### src/rtl/clkgen_multi_if.sv
// Control and status bundle for clkgen_multi: per-channel enables, the shared
// limit write port, phase-align strobe and the divided outputs.
interface clkgen_multi_if #(
    parameter int NCH   = 4,
    parameter int CNT_W = 32,
    parameter int CH_W  = (NCH > 1) ? $clog2(NCH) : 1
);
    logic [NCH-1:0]   clken;
    logic             sync;
    logic             wr_en;
    logic [CH_W-1:0]  wr_ch;
    logic [CNT_W-1:0] wr_limit;
    logic [NCH-1:0]   clkout;
    logic [NCH-1:0]   tick;
    logic [NCH-1:0]   busy;

    modport master (
        output clken, sync, wr_en, wr_ch, wr_limit,
        input  clkout, tick, busy
    );

    modport slave (
        input  clken, sync, wr_en, wr_ch, wr_limit,
        output clkout, tick, busy
    );
endinterface

### src/rtl/clkgen_multi.sv
// Multi-channel programmable clock divider: NCH independent 50%-duty square
// waves with a rising-edge tick strobe, each with a runtime half-period limit.
module clkgen_multi_ch #(
    parameter int CNT_W     = 32,
    parameter int DEF_LIMIT = 25000
) (
    input  logic             clkin,
    input  logic             rst,
    input  logic             run,
    input  logic             sync,
    input  logic             wr_hit,
    input  logic [CNT_W-1:0] wr_limit,
    input  logic             en,
    output logic             clkout,
    output logic             tick,
    output logic             busy
);
    logic [CNT_W-1:0] cnt;
    logic [CNT_W-1:0] limit;
    logic [CNT_W:0]   nxt;
    logic             active;

    // One extra bit so cnt+1 cannot wrap before the compare.
    assign nxt    = {1'b0, cnt} + (CNT_W+1)'(1);
    assign active = en && (limit != '0);

    always_ff @(posedge clkin or negedge rst) begin
        if (!rst) begin
            cnt    <= '0;
            limit  <= CNT_W'(DEF_LIMIT);
            clkout <= 1'b0;
            tick   <= 1'b0;
            busy   <= 1'b0;
        end else if (run) begin
            busy <= active;
            tick <= 1'b0;
            if (sync) begin
                cnt    <= '0;
                clkout <= 1'b0;
            end else if (wr_hit) begin
                limit <= wr_limit;
                cnt   <= '0;
            end else if (active) begin
                if (nxt >= {1'b0, limit}) begin
                    cnt    <= '0;
                    clkout <= ~clkout;
                    tick   <= ~clkout;
                end else begin
                    cnt <= nxt[CNT_W-1:0];
                end
            end
        end
    end
endmodule

module clkgen_multi #(
    parameter int NCH         = 4,
    parameter int CNT_W       = 32,
    parameter int CLK_IN_FREQ = 50000000,
    parameter int DEF_FREQ    = 1000,
    parameter int DEF_LIMIT   = CLK_IN_FREQ / 2 / DEF_FREQ
) (
    input  logic          clkin,
    input  logic          rst,
    clkgen_multi_if.slave bus
);
    logic [1:0]     rst_sync;
    logic           run;
    logic [NCH-1:0] clkout_w;
    logic [NCH-1:0] tick_w;
    logic [NCH-1:0] busy_w;

    // Reset asserts immediately but counting only starts once release has
    // crossed two flops, so no channel sees a half-released reset.
    always_ff @(posedge clkin or negedge rst) begin
        if (!rst) rst_sync <= 2'b00;
        else      rst_sync <= {rst_sync[0], 1'b1};
    end
    assign run = rst_sync[1];

    for (genvar i = 0; i < NCH; i++) begin : g_ch
        logic wr_hit;
        assign wr_hit = bus.wr_en && (int'(bus.wr_ch) == i);

        clkgen_multi_ch #(
            .CNT_W     (CNT_W),
            .DEF_LIMIT (DEF_LIMIT)
        ) u_ch (
            .clkin    (clkin),
            .rst      (rst),
            .run      (run),
            .sync     (bus.sync),
            .wr_hit   (wr_hit),
            .wr_limit (bus.wr_limit),
            .en       (bus.clken[i]),
            .clkout   (clkout_w[i]),
            .tick     (tick_w[i]),
            .busy     (busy_w[i])
        );
    end

    assign bus.clkout = clkout_w;
    assign bus.tick   = tick_w;
    assign bus.busy   = busy_w;
endmodule
### src/flat_wrapper.sv
// flat-port wrapper written by rule: the top's interface ports become plain ports
module clkgen_multi_flat 
#(
    parameter int NCH         = 4,
    parameter int CNT_W       = 32,
    parameter int CLK_IN_FREQ = 50000000,
    parameter int DEF_FREQ    = 1000,
    parameter int DEF_LIMIT   = CLK_IN_FREQ / 2 / DEF_FREQ
)
  (clkin, rst, bus_clken, bus_sync, bus_wr_en, bus_wr_ch, bus_wr_limit, bus_clkout, bus_tick, bus_busy);
  clkgen_multi_if #(.NCH(NCH), .CNT_W(CNT_W)) bus_i ();
  input  logic clkin;
  input  logic rst;
  input wire logic [$bits(bus_i.clken)-1:0] bus_clken;
  input wire logic [$bits(bus_i.sync)-1:0] bus_sync;
  input wire logic [$bits(bus_i.wr_en)-1:0] bus_wr_en;
  input wire logic [$bits(bus_i.wr_ch)-1:0] bus_wr_ch;
  input wire logic [$bits(bus_i.wr_limit)-1:0] bus_wr_limit;
  output wire logic [$bits(bus_i.clkout)-1:0] bus_clkout;
  output wire logic [$bits(bus_i.tick)-1:0] bus_tick;
  output wire logic [$bits(bus_i.busy)-1:0] bus_busy;
  assign bus_i.clken = bus_clken;
  assign bus_i.sync = bus_sync;
  assign bus_i.wr_en = bus_wr_en;
  assign bus_i.wr_ch = bus_wr_ch;
  assign bus_i.wr_limit = bus_wr_limit;
  assign bus_clkout = bus_i.clkout;
  assign bus_tick = bus_i.tick;
  assign bus_busy = bus_i.busy;
  clkgen_multi #(.NCH(NCH), .CNT_W(CNT_W), .CLK_IN_FREQ(CLK_IN_FREQ), .DEF_FREQ(DEF_FREQ), .DEF_LIMIT(DEF_LIMIT)) u_core (.clkin(clkin), .rst(rst), .bus(bus_i));
endmodule
### config.mk
export PLATFORM = sky130hd
export DESIGN_NAME = clkgen_multi_flat
export DESIGN_NICKNAME = d
export VERILOG_FILES = /design/src/rtl/clkgen_multi_if.sv /design/src/rtl/clkgen_multi.sv /design/src/flat_wrapper.sv
export SDC_FILE = /design/constraint.sdc
export NUM_CORES = 1
export LEC_CHECK = 0
export BUFFER_PORTS_ARGS = -buffer_cell sky130_fd_sc_hd__buf_2
export CAP_MARGIN = 25
export CORE_ASPECT_RATIO = 1.75
export CORE_MARGIN = 2
export CORE_UTILIZATION = 30
export DETAILED_ROUTE_END_ITERATION = 8
export PLACE_DENSITY = 0.51
export REMOVE_ABC_BUFFERS = 1
export SYNTH_ARGS = -nofsm -noshare
export SYNTH_HDL_FRONTEND = slang
export SYNTH_HIERARCHICAL = 1
export SYNTH_SLANG_ARGS = --single-unit
### constraint.sdc
create_clock -name clkin -period 9.35 [get_ports clkin]
set_input_delay 1.4025 -clock clkin [delete_from_list [all_inputs] [get_ports clkin]]
set_output_delay 1.4025 -clock clkin [all_outputs]
set_load 0.05 [all_outputs]
# After elaboration in Yosys (flattened, before gate mapping)
# Index checks and enable logic that the tools add are counted.
# totals
regBits	270
in_bits	42
out_inout_bits	12
# classes
addsub	4
n_lt_le_gt_ge	4
eq_ne	7
n_mux	48
n_bitwise	5
reduce_logical	37
# ops
op	count
$mux W32	16
$add A32 B1 Y33 const B	4
$ge A33 B32 Y1	4
$reduce_bool A32 Y1	4
$mux W1	32
$reduce_and A4 Y1	4
$reduce_bool A2 Y1	8
$reduce_and A3 Y1	4
$reduce_bool A3 Y1	4
$logic_and A1 B1 Y1	8
$ne A2 B2 Y1 const B	4
$reduce_and A2 Y1	4
$not A1 Y1	5
$eq A2 B2 Y1 const B	2
$eq A2 B1 Y1 const B	1
$logic_not A2 Y1	1

# Depth between registers and ports, before layout
# depth
ltp_word	6
depth_mapped	19
ltp_nobuf	16

# Hierarchy
# Netlist, hierarchy kept.
# by_module_without_submodules
module	instances	cells_per_inst	area_per_inst_um2	seq_area_each_um2
clkgen_multi_ch at u_core.g_ch[0].u_ch ...	2	443	4159.0	1684.1
clkgen_multi_ch at u_core.g_ch[3].u_ch	1	444	4434.3	1684.1
clkgen_multi_ch at u_core.g_ch[1].u_ch	1	412	4126.5	1684.1
clkgen_multi	1	7	91.3	50.0

# Worst setup path before layout
# OpenSTA, ideal clock, no wires.
# synth_timing
path_type	reg2reg
from	register u_core.g_ch[0].u_ch.cnt[0]
to	register u_core.g_ch[0].u_ch.cnt[15]
setup_time_ns	0.095
arrival_time_ns	3.786
t_required_ns	9.255
setup_slack_ns	5.468
path_stages_with_launch	18
path_buffers	2
cell_sequence	dfrtp_1 > and3_1 > nand3_2 > or3_4 > or4_4 > nor2_1 > xnor2_1 > inv_1 > ha_1 > nand3_1 > o22ai_1 > a211oi_1 > o31ai_1 > or4b_1 > buf_2 > buf_4 > a2bb2oi_1 > o31ai_1
# synth_via
elab_chain_len	6
# synth_lines
element	line	rtl
start, declared	clkgen_multi.sv:18	logic [CNT_W-1:0] cnt;
start signal, assigned	clkgen_multi.sv:49	cnt <= nxt[CNT_W-1:0];
$add A32 B1 Y33 (*)	clkgen_multi.sv:24	assign nxt = {1'b0, cnt} + (CNT_W+1)'(1);
$ge A33 B32 Y1	clkgen_multi.sv:44	if (nxt >= {1'b0, limit}) begin
$mux W32 (*)	clkgen_multi.sv:44	
$mux W32 (*)	clkgen_multi.sv:43	end else if (active) begin
$mux W32 (*)	clkgen_multi.sv:40	end else if (wr_hit) begin
$mux W32 (*)	clkgen_multi.sv:37	if (sync) begin
# Mark *: on every way between the ends. The rest lies on a longest branch, timed or not. The select of a mux whose other input is x is not followed.
# A chain may end at the register's enable or synchronous reset.

# Worst setup path in the final report
# layout_timing
from	register u_core.g_ch[3].u_ch.cnt[0]
to	register u_core.g_ch[3].u_ch.cnt[24]
# layout_via
elab_chain_len	6
# layout_lines
element	line
start, declared	clkgen_multi.sv:18
start signal, assigned	clkgen_multi.sv:49
$add A32 B1 Y33 (*)	clkgen_multi.sv:24
$ge A33 B32 Y1	clkgen_multi.sv:44
$mux W32 (*)	clkgen_multi.sv:44
$mux W32 (*)	clkgen_multi.sv:43
$mux W32 (*)	clkgen_multi.sv:40
$mux W32 (*)	clkgen_multi.sv:37
# Marks and branches as above.

==> flow_metrics.tcl <==
set metrics [dict create \
    grt_antenna_before_repair 2 \
    cts_hold_buf 0 \
    p_leak_nw 9.16 \
    h-tree-depth 1 \
    min_path_type "reg2reg" \
    min_path_cells 0 \
    power_mw 3.25 \
    area_growth_pct 11.6 \
    finalWorstSetupSlack_ps 4480 \
    cts_root_buffer "clkbuf_16" \
    setup_viol 0 \
    slew_headroom_pct 27.4 \
    final_util_pct 33.7 \
    crit_end "u_core/g_ch[3].u_ch/cnt[24]" \
    period_share_pct 52.1 \
    power.density_mw_per_mm2 172 \
    cap_viol_max_count 0 \
    wl_um 47000 \
    ff2ff_setup_slack_ps 4480 \
    synthArstFlopShare_pct 100 \
    grt_pass1_vias 13211 \
    ys_types 83 \
    worst_r2r_path_depth 15 \
    clock_latency_ps 560 \
    hp-start "u_core/rst_sync[0]" \
    drtIter0Drc 512 \
    ant_nets 0 \
    drv_slew 0 \
    place_ws_ps 4410 \
    drc 0 \
    cts.sinks 270 \
    rsz0062_at_grt "false" \
    grt_pass1_wl_um 75100 \
    required_ps 9850 \
    path_max_fanout 29 \
    crit_path_end_kind "register" \
    track_usage_pct 16.4 \
    synth_edf_count 0 \
    clk_pin_slew_ps 70 \
    wl_per_cell_um 18.8 \
    vias 12745 \
    crit_path_start_kind "register" \
    clock_path_buffers 3 \
    grt_overflow_total 0 \
    skew_ps 8.42 \
    finalHoldViolCount 0 \
    synth_warnings 6 \
    cts_buffers 27 \
    rr_startpoint "u_core/g_ch[3].u_ch/cnt[0]" \
    post-cts-setup-buffers 0 \
    netlist_area_sq_mm 0.0170 \
    crit_arrival_ps 5360 \
    synth.avg_cell_area_sq_um 9.70 \
    io_pins 54 \
    ys_ff_latch 270 \
    grt_start_max_net_pins 151 \
    die_height_um 319 \
    path_class "reg2reg" \
    drt-pass1-iter-count 5 \
    tritoncts "built" \
    ys_seq_area_share_pct 40.0 \
    post-dp-hpwl_um 35200 \
    synthCells 1749 \
    worst_pin_slew_ps 1090 \
    portBuffers 53 \
    place_congestion 0.841 \
    coreArea_sq_mm 0.0561 \
    die_area_sq_mm 0.0586 \
    ir_worst_vdd_mv 0.108 \
    die_w_um 184 \
    tns_ps 0 \
    start_util_pct 30.2 \
    rows 115 \
    drive_gt1_share_pct 17.6 \
    synthFlopType "dfrtp_1" \
    status "completed" \
    via_per_inst 5.09 \
    r2r_end "u_core/g_ch[3].u_ch/cnt[24]" \
    post-route-min-period_ps 4870 \
    cts_resized 0 \
    clock.fmax_ghz 0.205 \
    n_antenna_cell 0 \
    crit_start "u_core/g_ch[3].u_ch/cnt[0]" \
    finalNetCount 1958 \
]
## worst min-delay path by stage
stage / end
floorplan: u_core/rst_sync[1]
global placement: u_core/rst_sync[1]
detailed placement: u_core/rst_sync[1]
CTS: u_core/rst_sync[1]
global route: u_core/rst_sync[1]
finish: u_core/rst_sync[1]
## synth_stat cells, types with 11 or more instances
library cell	count	area, sq um
a21o_1	20	150
a21oi_1	60	300
a221o_1	19	190
a32o_1	19	190
and3_1	18	113
buf_2	11	55.1
clkbuf_1	22	82.6
dfrtp_1	246	6160
dfstp_2	24	631
ha_1	132	1650
inv_1	172	646
mux2_2	129	1450
nand2_1	205	769
nand2b_1	49	307
nand3_1	75	375
nand4_1	43	269
nor2_1	79	297
nor2b_1	14	87.6
nor3_1	19	95.1
nor4_1	43	269
o211ai_1	13	97.6
o21ai_0	37	185
or2_2	12	75.1
xnor2_1	60	526
xor2_1	42	368
## flip-flops by register name, indices dropped and copies added (netlist names)
name	cells
u_core/rst_sync	2
u_core/g_ch.u_ch/limit	128
u_core/g_ch.u_ch/cnt	128
u_core/g_ch.u_ch/clkout	4
u_core/g_ch.u_ch/tick	4
u_core/g_ch.u_ch/busy	4
## placed cells by master (no fill, tap or decap), types with 5 or more instances in the layout
master,Yosys,final
nor3_1,19,19
and3_1,18,18
o211ai_1,13,13
and2_1,7,7
inv_1,172,172
nor2b_1,14,14
bufinv_16,0,8
a32o_1,19,19
or2_2,12,12
and4_1,10,10
a211oi_1,10,10
dfrtp_1,246,246
a22o_1,10,10
xor2_1,42,42
nand4_1,43,43
buf_2,11,52
clkinv_2,0,5
o31ai_1,10,10
nand3_1,75,75
a21oi_1,60,60
o21ai_1,7,7
nand2_1,205,205
a21o_1,20,20
clkbuf_16,0,27
ha_1,132,132
a221o_1,19,19
nand2b_1,49,49
nand3b_1,5,5
o22ai_1,5,5
dfstp_2,24,24
o21ai_0,37,37
buf_4,10,11
nor2_1,79,79
mux2_2,129,129
xnor2_1,60,60
clkinvlp_4,0,6
nand3_2,5,5
nor4_1,43,42
## metrics by stage
stage	area, sq um	instances	hold slack, ps
after floorplan	16600	1687	331
after global placement	17900	2454	333
after detailed placement	17900	2456	335
after CTS	18900	2505	350
after global routing	18900	2506	373
final	18900	2506	349
## cell type report
cell class / instances / area, sq um
repair buffers: 68 / 424
fillers: 5760 / 37200
clock buffers: 28 / 679
well taps: 702 / 878
inverters: 172 / 646
multi-input cells: 1245 / 9190
flip-flops and latches: 270 / 6790
clock inverters: 21 / 328
## cells by family after synthesis
| family | synth area share (%) |
|---|---|
| flip-flops | 40.0 |
| AND/OR/NAND/NOR | 20.2 |
| buffers and inverters | 5.88 |
| adder cells (fa/ha/maj) | 9.73 |
| multiplexers | 8.74 |
| XOR/XNOR | 5.36 |
| AO/OA/AOI/OAI | 10.1 |
| other | 0.0221 |
## worst max-delay path, cell delays in order (launching register included)
cell	delay [ps]
dfrtp_1	430
ha_1	260
and3_2	230
nand3_1	190
nor3_1	610
nand3_1	180
xnor2_1	290
ha_1	320
a21oi_1	120
o21ai_0	100
a211oi_1	240
nor3b_1	110
or4_1	520
buf_4	250
nor2_4	650
a221o_1	280
## per-layer routing
| layer | global-route usage (%) | wire length (um) | up-vias |
|---|---|---|---|
| met3 | 1.45 | 1030 | 76 |
| met5 | 0 | 27 | - |
| met1 | 17.8 | 17900 | 6278 |
| li1 | - | - | 6226 |
| met4 | 8.91 | 2670 | 4 |
| met2 | 31.0 | 25300 | 161 |
## power by group
part,total [mW],switching (mW),internal (mW)
clock,1.26,0.510,0.753
combinational,0.538,0.304,0.234
sequential,1.45,0.127,1.32
total,3.25,0.941,2.31
(Power assumes the default switching activity.)
